## config.mk

```make
export PLATFORM = sky130hd
export DESIGN_NAME = seq_alu
export DESIGN_NICKNAME = d
export VERILOG_FILES = /design/src/rtl/seq_alu.sv
export SDC_FILE = /design/constraint.sdc
export NUM_CORES = 1
export LEC_CHECK = 0
export ABC_CLOCK_PERIOD_IN_PS = 800
export CAP_MARGIN = 25
export CORE_ASPECT_RATIO = 1.75
export CORE_MARGIN = 5
export CORE_UTILIZATION = 30
export CTS_CLUSTER_SIZE = 14
export DETAILED_ROUTE_END_ITERATION = 10
export SLEW_MARGIN = 15
export SYNTH_ARGS = -nofsm -noshare
export SYNTH_HDL_FRONTEND = slang
export SYNTH_SLANG_ARGS = --single-unit
```

## constraint.sdc

```tcl
create_clock -name clk -period 0.8 [get_ports clk]
set_clock_uncertainty 0.05 [all_clocks]
set_input_delay 0.2 -clock clk [delete_from_list [all_inputs] [get_ports clk]]
set_output_delay 0.2 -clock clk [all_outputs]
set_load 0.01 [all_outputs]
```

## src/rtl/seq_alu.sv

```systemverilog
// seq_alu: 3-bit-opcode ALU, valid/ready in, one-cycle out_valid pulse; 1-cycle latency, WIDTH cycles for DIV/REM.
// SEQ_ALU_DIV_EN builds the restoring divider (in_ready low while dividing); without it DIV/REM return 0.
module seq_alu #(
  parameter int WIDTH = 4
) (
  input  logic             clk,
  input  logic             rst,
  input  logic             in_valid,
  output logic             in_ready,
  input  logic [WIDTH-1:0] a,
  input  logic [WIDTH-1:0] b,
  input  logic [2:0]       select,
  output logic [WIDTH:0]   out,
  output logic             out_valid,
  output logic             div_by_zero
);
  localparam logic [2:0] OP_NOP = 3'd0;
  localparam logic [2:0] OP_ADD = 3'd1;
  localparam logic [2:0] OP_SUB = 3'd2;
  localparam logic [2:0] OP_DIV = 3'd3;
  localparam logic [2:0] OP_REM = 3'd4;
  localparam logic [2:0] OP_SHL = 3'd5;
  localparam logic [2:0] OP_SHR = 3'd6;
  localparam logic [2:0] OP_MAG = 3'd7;

  logic [WIDTH:0] out_q, out_d;
  logic           out_valid_q, out_valid_d;
  logic           dbz_q, dbz_d;
  logic           accept;
  logic           is_div_op;
  logic           b_zero;
  logic [WIDTH:0] a_ext, b_ext, alu_res;

  assign accept    = in_valid && in_ready;
  assign is_div_op = (select == OP_DIV) || (select == OP_REM);
  assign b_zero    = (b == '0);
  assign a_ext     = {1'b0, a};
  assign b_ext     = {1'b0, b};

  // Single-cycle results; for DIV/REM this is only the divide-by-zero answer.
  always_comb begin
    alu_res = '0;
    case (select)
      OP_NOP: alu_res = a_ext;
      OP_ADD: alu_res = a_ext + b_ext;
      OP_SUB: alu_res = a_ext - b_ext;
`ifdef SEQ_ALU_DIV_EN
      OP_DIV: alu_res = {1'b0, {WIDTH{1'b1}}};
      OP_REM: alu_res = a_ext;
`else
      OP_DIV: alu_res = '0;
      OP_REM: alu_res = '0;
`endif
      OP_SHL: alu_res = {a, 1'b0};
      OP_SHR: alu_res = {2'b00, a[WIDTH-1:1]};
      OP_MAG: alu_res = {{WIDTH{1'b0}}, (a > b)};
      default: alu_res = '0;
    endcase
  end

`ifdef SEQ_ALU_DIV_EN
  localparam int CW = $clog2(WIDTH + 1);
  localparam logic [0:0] ST_IDLE   = 1'b0;
  localparam logic [0:0] ST_DIVIDE = 1'b1;

  logic [0:0]       state_q, state_d;
  logic [WIDTH:0]   rem_q, rem_d;
  logic [WIDTH-1:0] quo_q, quo_d;
  logic [WIDTH-1:0] dvs_q, dvs_d;
  logic [CW-1:0]    cnt_q, cnt_d;
  logic             is_rem_q, is_rem_d;
  logic [WIDTH:0]   rem_sh;
  logic [WIDTH-1:0] quo_sh;
  logic             fits;

  assign in_ready = (state_q == ST_IDLE);
  assign rem_sh   = {rem_q[WIDTH-1:0], quo_q[WIDTH-1]};
  assign quo_sh   = {quo_q[WIDTH-2:0], 1'b0};
  assign fits     = (rem_sh >= {1'b0, dvs_q});

  always_comb begin
    state_d     = state_q;
    rem_d       = rem_q;
    quo_d       = quo_q;
    dvs_d       = dvs_q;
    cnt_d       = cnt_q;
    is_rem_d    = is_rem_q;
    out_d       = out_q;
    dbz_d       = dbz_q;
    out_valid_d = 1'b0;
    case (state_q)
      ST_IDLE: begin
        if (accept) begin
          if (is_div_op && !b_zero) begin
            rem_d    = '0;
            quo_d    = a;
            dvs_d    = b;
            cnt_d    = CW'(WIDTH);
            is_rem_d = (select == OP_REM);
            state_d  = ST_DIVIDE;
          end else begin
            out_d       = alu_res;
            dbz_d       = is_div_op && b_zero;
            out_valid_d = 1'b1;
          end
        end
      end
      default: begin
        rem_d = fits ? (rem_sh - {1'b0, dvs_q}) : rem_sh;
        quo_d = {quo_sh[WIDTH-1:1], fits};
        cnt_d = cnt_q - CW'(1);
        if (cnt_q == CW'(1)) begin
          out_d       = is_rem_q ? rem_d : {1'b0, quo_d};
          dbz_d       = 1'b0;
          out_valid_d = 1'b1;
          state_d     = ST_IDLE;
        end
      end
    endcase
  end

  always_ff @(posedge clk or posedge rst) begin
    if (rst) begin
      state_q  <= ST_IDLE;
      rem_q    <= '0;
      quo_q    <= '0;
      dvs_q    <= '0;
      cnt_q    <= '0;
      is_rem_q <= 1'b0;
    end else begin
      state_q  <= state_d;
      rem_q    <= rem_d;
      quo_q    <= quo_d;
      dvs_q    <= dvs_d;
      cnt_q    <= cnt_d;
      is_rem_q <= is_rem_d;
    end
  end
`else
  assign in_ready = 1'b1;

  always_comb begin
    out_d       = out_q;
    dbz_d       = dbz_q;
    out_valid_d = 1'b0;
    if (accept) begin
      out_d       = alu_res;
      dbz_d       = is_div_op && b_zero;
      out_valid_d = 1'b1;
    end
  end
`endif

  always_ff @(posedge clk or posedge rst) begin
    if (rst) begin
      out_q       <= '0;
      out_valid_q <= 1'b0;
      dbz_q       <= 1'b0;
    end else begin
      out_q       <= out_d;
      out_valid_q <= out_valid_d;
      dbz_q       <= dbz_d;
    end
  end

  assign out         = out_q;
  assign out_valid   = out_valid_q;
  assign div_by_zero = dbz_q;
endmodule

```

==> run metrics <==
Hold Fails Final Rpt=0; post-synth cell types=35; placed cells=163; Buffers on Ports=20; max incr delay on CP=0.34 ns; Cells after Synth=96; post-synthesis sequential area ratio=0.224; initial antenna violation count=0; commonest non-fill, non-tap cells in the layout=buf_4, buf_6, buf_2; detailed-route vias per instance=5.01; Hold Crit Class=in2async; clock-pin slew on the worst setup and hold paths=0.04 ns; Floorplan Core Area=2490 µm²; Ports=22; post-synth top area cell=dfrtp_1; later-pin clock latency in the skew report=0.23 ns; Worst setup EP type=flip-flop; wire per inst=14.2 µm; Setup TNS=-4.01 ns; status=complete, but fails checks; nets@finish=175; CTS buffer count=3; worst setup margin=-0.646 ns; fillers=223; leakage power=0.657 nW; total power per unit cell area=1190 nW/µm²; Final Wtd Congestion=0.785; Synth Net Count=120; RSZ-0062 raised after global routing=yes; Post-synth ARST share=1.00; max-cap viol count=0; final setup vio count=12; drt drc=0; overflow left after global routing=0; DRT iter0 DRCs=9; Syn Area/Cell=8.15 µm²; DR pass1 iterations=4; die footprint=3770 µm²; share of the synthesized area in the top cell type=0.224; Setup CP Type=in2reg; #FFs+latches synth=7; die extent in x=48.6 µm; f_max=692 MHz; IR drop worst, VDD=0.000554 V; H-tree depth=1; YS warnings=0; gr usage total=0.143; worst-path maximum fanout=2; dpl ws=-1.39 ns; post-detailed-route count of antenna-violating nets=0; CP Launch Type=primary input; number of clock sinks=7; placed wire-length estimate=1.94 mm; Final Util=0.595; vias=882; clk buf depth=2; root buffer cell=clkbuf_8; Routed WL=2.50 mm; Ant. Diodes=0; final worst path period share=1.81; Area growth syn-to-layout=89.6%; max-slew violation count=0; first-pass GRT wire length=4.35 mm; CTS tree=yes; Post-Syn Area=782 µm²; Arr. time, crit path=1.51 ns; fin crit period=1.45 ns; Die Ht=77.5 µm; Post-synth EDFFs=0; row cnt=24; CP max-delay cell=fa_2; starting density of the core=0.314; violated checks=negative setup slack; Layout Cells excl Fill=176; vias in the first global route=959; Area contributors post-synth=dfrtp_1, ha_1, nor2_1, fa_1, a21oi_1; largest net degree at the start of global routing=10; Crit path required time=0.86 ns; most common cell after layout, fill and taps aside=buf_4; layout cells sized above 1=0.620; CP Cell Sequence=buf_8 -> ha_4 -> fa_2 -> xnor2_1 -> mux2_4 -> o21ai_2 -> a21oi_2 -> o21bai_1; commonest register cell after synthesis=dfrtp_1
-- cell families (layout without fill, tap and decap cells) --
family,count (synthesis),count (layout),share of synthesized area
simple gates,30,30,0.194
compound gates,23,23,0.197
buf+inv,17,71,0.0976
fa+ha+maj,11,11,0.192
flops,7,7,0.224
mux,4,4,0.0576
xor+xnor,3,3,0.0336
other cells,1,1,0.00480
-- timing repair --
| action | 4_1_cts | 5_1_grt |
|---|---|---|
| gates resized for setup | 100 | 12 |
| pin swaps | 21 | 16 |
| setup buffers | 7 | 1 |
| gates cloned | 1 | 0 |
| endpoints found under the setup margin | 14 | 13 |
| hold buffers | 0 | 0 |
-- final timing paths --
path                              from          end  cells after the start  slack [ns]
max                               a[0]       out[2]                      8       -0.65
min                                rst       out[3]                      2        0.16
max reg2reg                     out[3]       out[3]                      5       -0.25
min reg2reg                div_by_zero  div_by_zero                      2        0.46
max in group asynchronous          rst       out[0]                      2        0.33
min in group clk                  b[0]  div_by_zero                      5        0.33
-- power by group --
part | internal [mW] | switching (mW)
Combinational | 0.460 | 0.388
Sequential | 0.390 | 0.0139
Clock | 0.346 | 0.163
-- synth_stat cells, drive strengths merged, types with 3 or more instances --
cell	n
nand3	3
ha	8
a21oi	6
buf	6
mux2i	3
nand4b	3
inv	9
nand2	4
dfrtp	7
o21ai	9
nor2	12
-- state kept, by name, summed over array words and instances (netlist names) --
| signal | cells |
|---|---|
| out | 5 |
| div_by_zero | 1 |
| out_valid | 1 |
-- metal layers --
| metal | vias to the layer above | wire length [µm] | share of wire | global-route usage |
|---|---|---|---|---|
| met5 | - | 0 | 0 | 0 |
| met4 | 0 | 79 | 0.032 | 0.0836 |
| met3 | 7 | 121 | 0.048 | 0.0307 |
| met2 | 25 | 1470 | 0.59 | 0.277 |
| met1 | 413 | 828 | 0.33 | 0.130 |
| li1 | 437 | - | - | - |
-- critical path: cells and delay by family --
family                     cells  cell delay, ns
xor gates and xnor gates       1            0.13
buffers and inverters          1            0.10
muxes                          1            0.26
AOI/OAI and AO/OA              3            0.32
adders and majority gates      2            0.49
-- metrics by stage --
stage	hold WS, ns	total power, mW	area [µm²]
2_1_floorplan	-0.0466	0.786	900
3_3_place_gp	0.393	1.13	1280
3_5_place_dp	0.418	1.14	1280
4_1_cts	0.172	1.73	1450
5_1_grt	0.212	1.86	1480
6_report	0.157	1.76	1480
-- cell type report --
| cell class | count | area (µm²) | area share |
|---|---|---|---|
| Multi-Input combinational cell | 72 | 703 | 0.474 |
| Timing Repair Buffer | 58 | 475 | 0.321 |
| Sequential cell | 7 | 175 | 0.118 |
| Inverter | 9 | 51.3 | 0.0346 |
| Clock buffer | 4 | 45.0 | 0.0304 |
| Tap cell | 26 | 32.5 | 0.0219 |
Note: power is estimated with default switching activity, not from simulation.
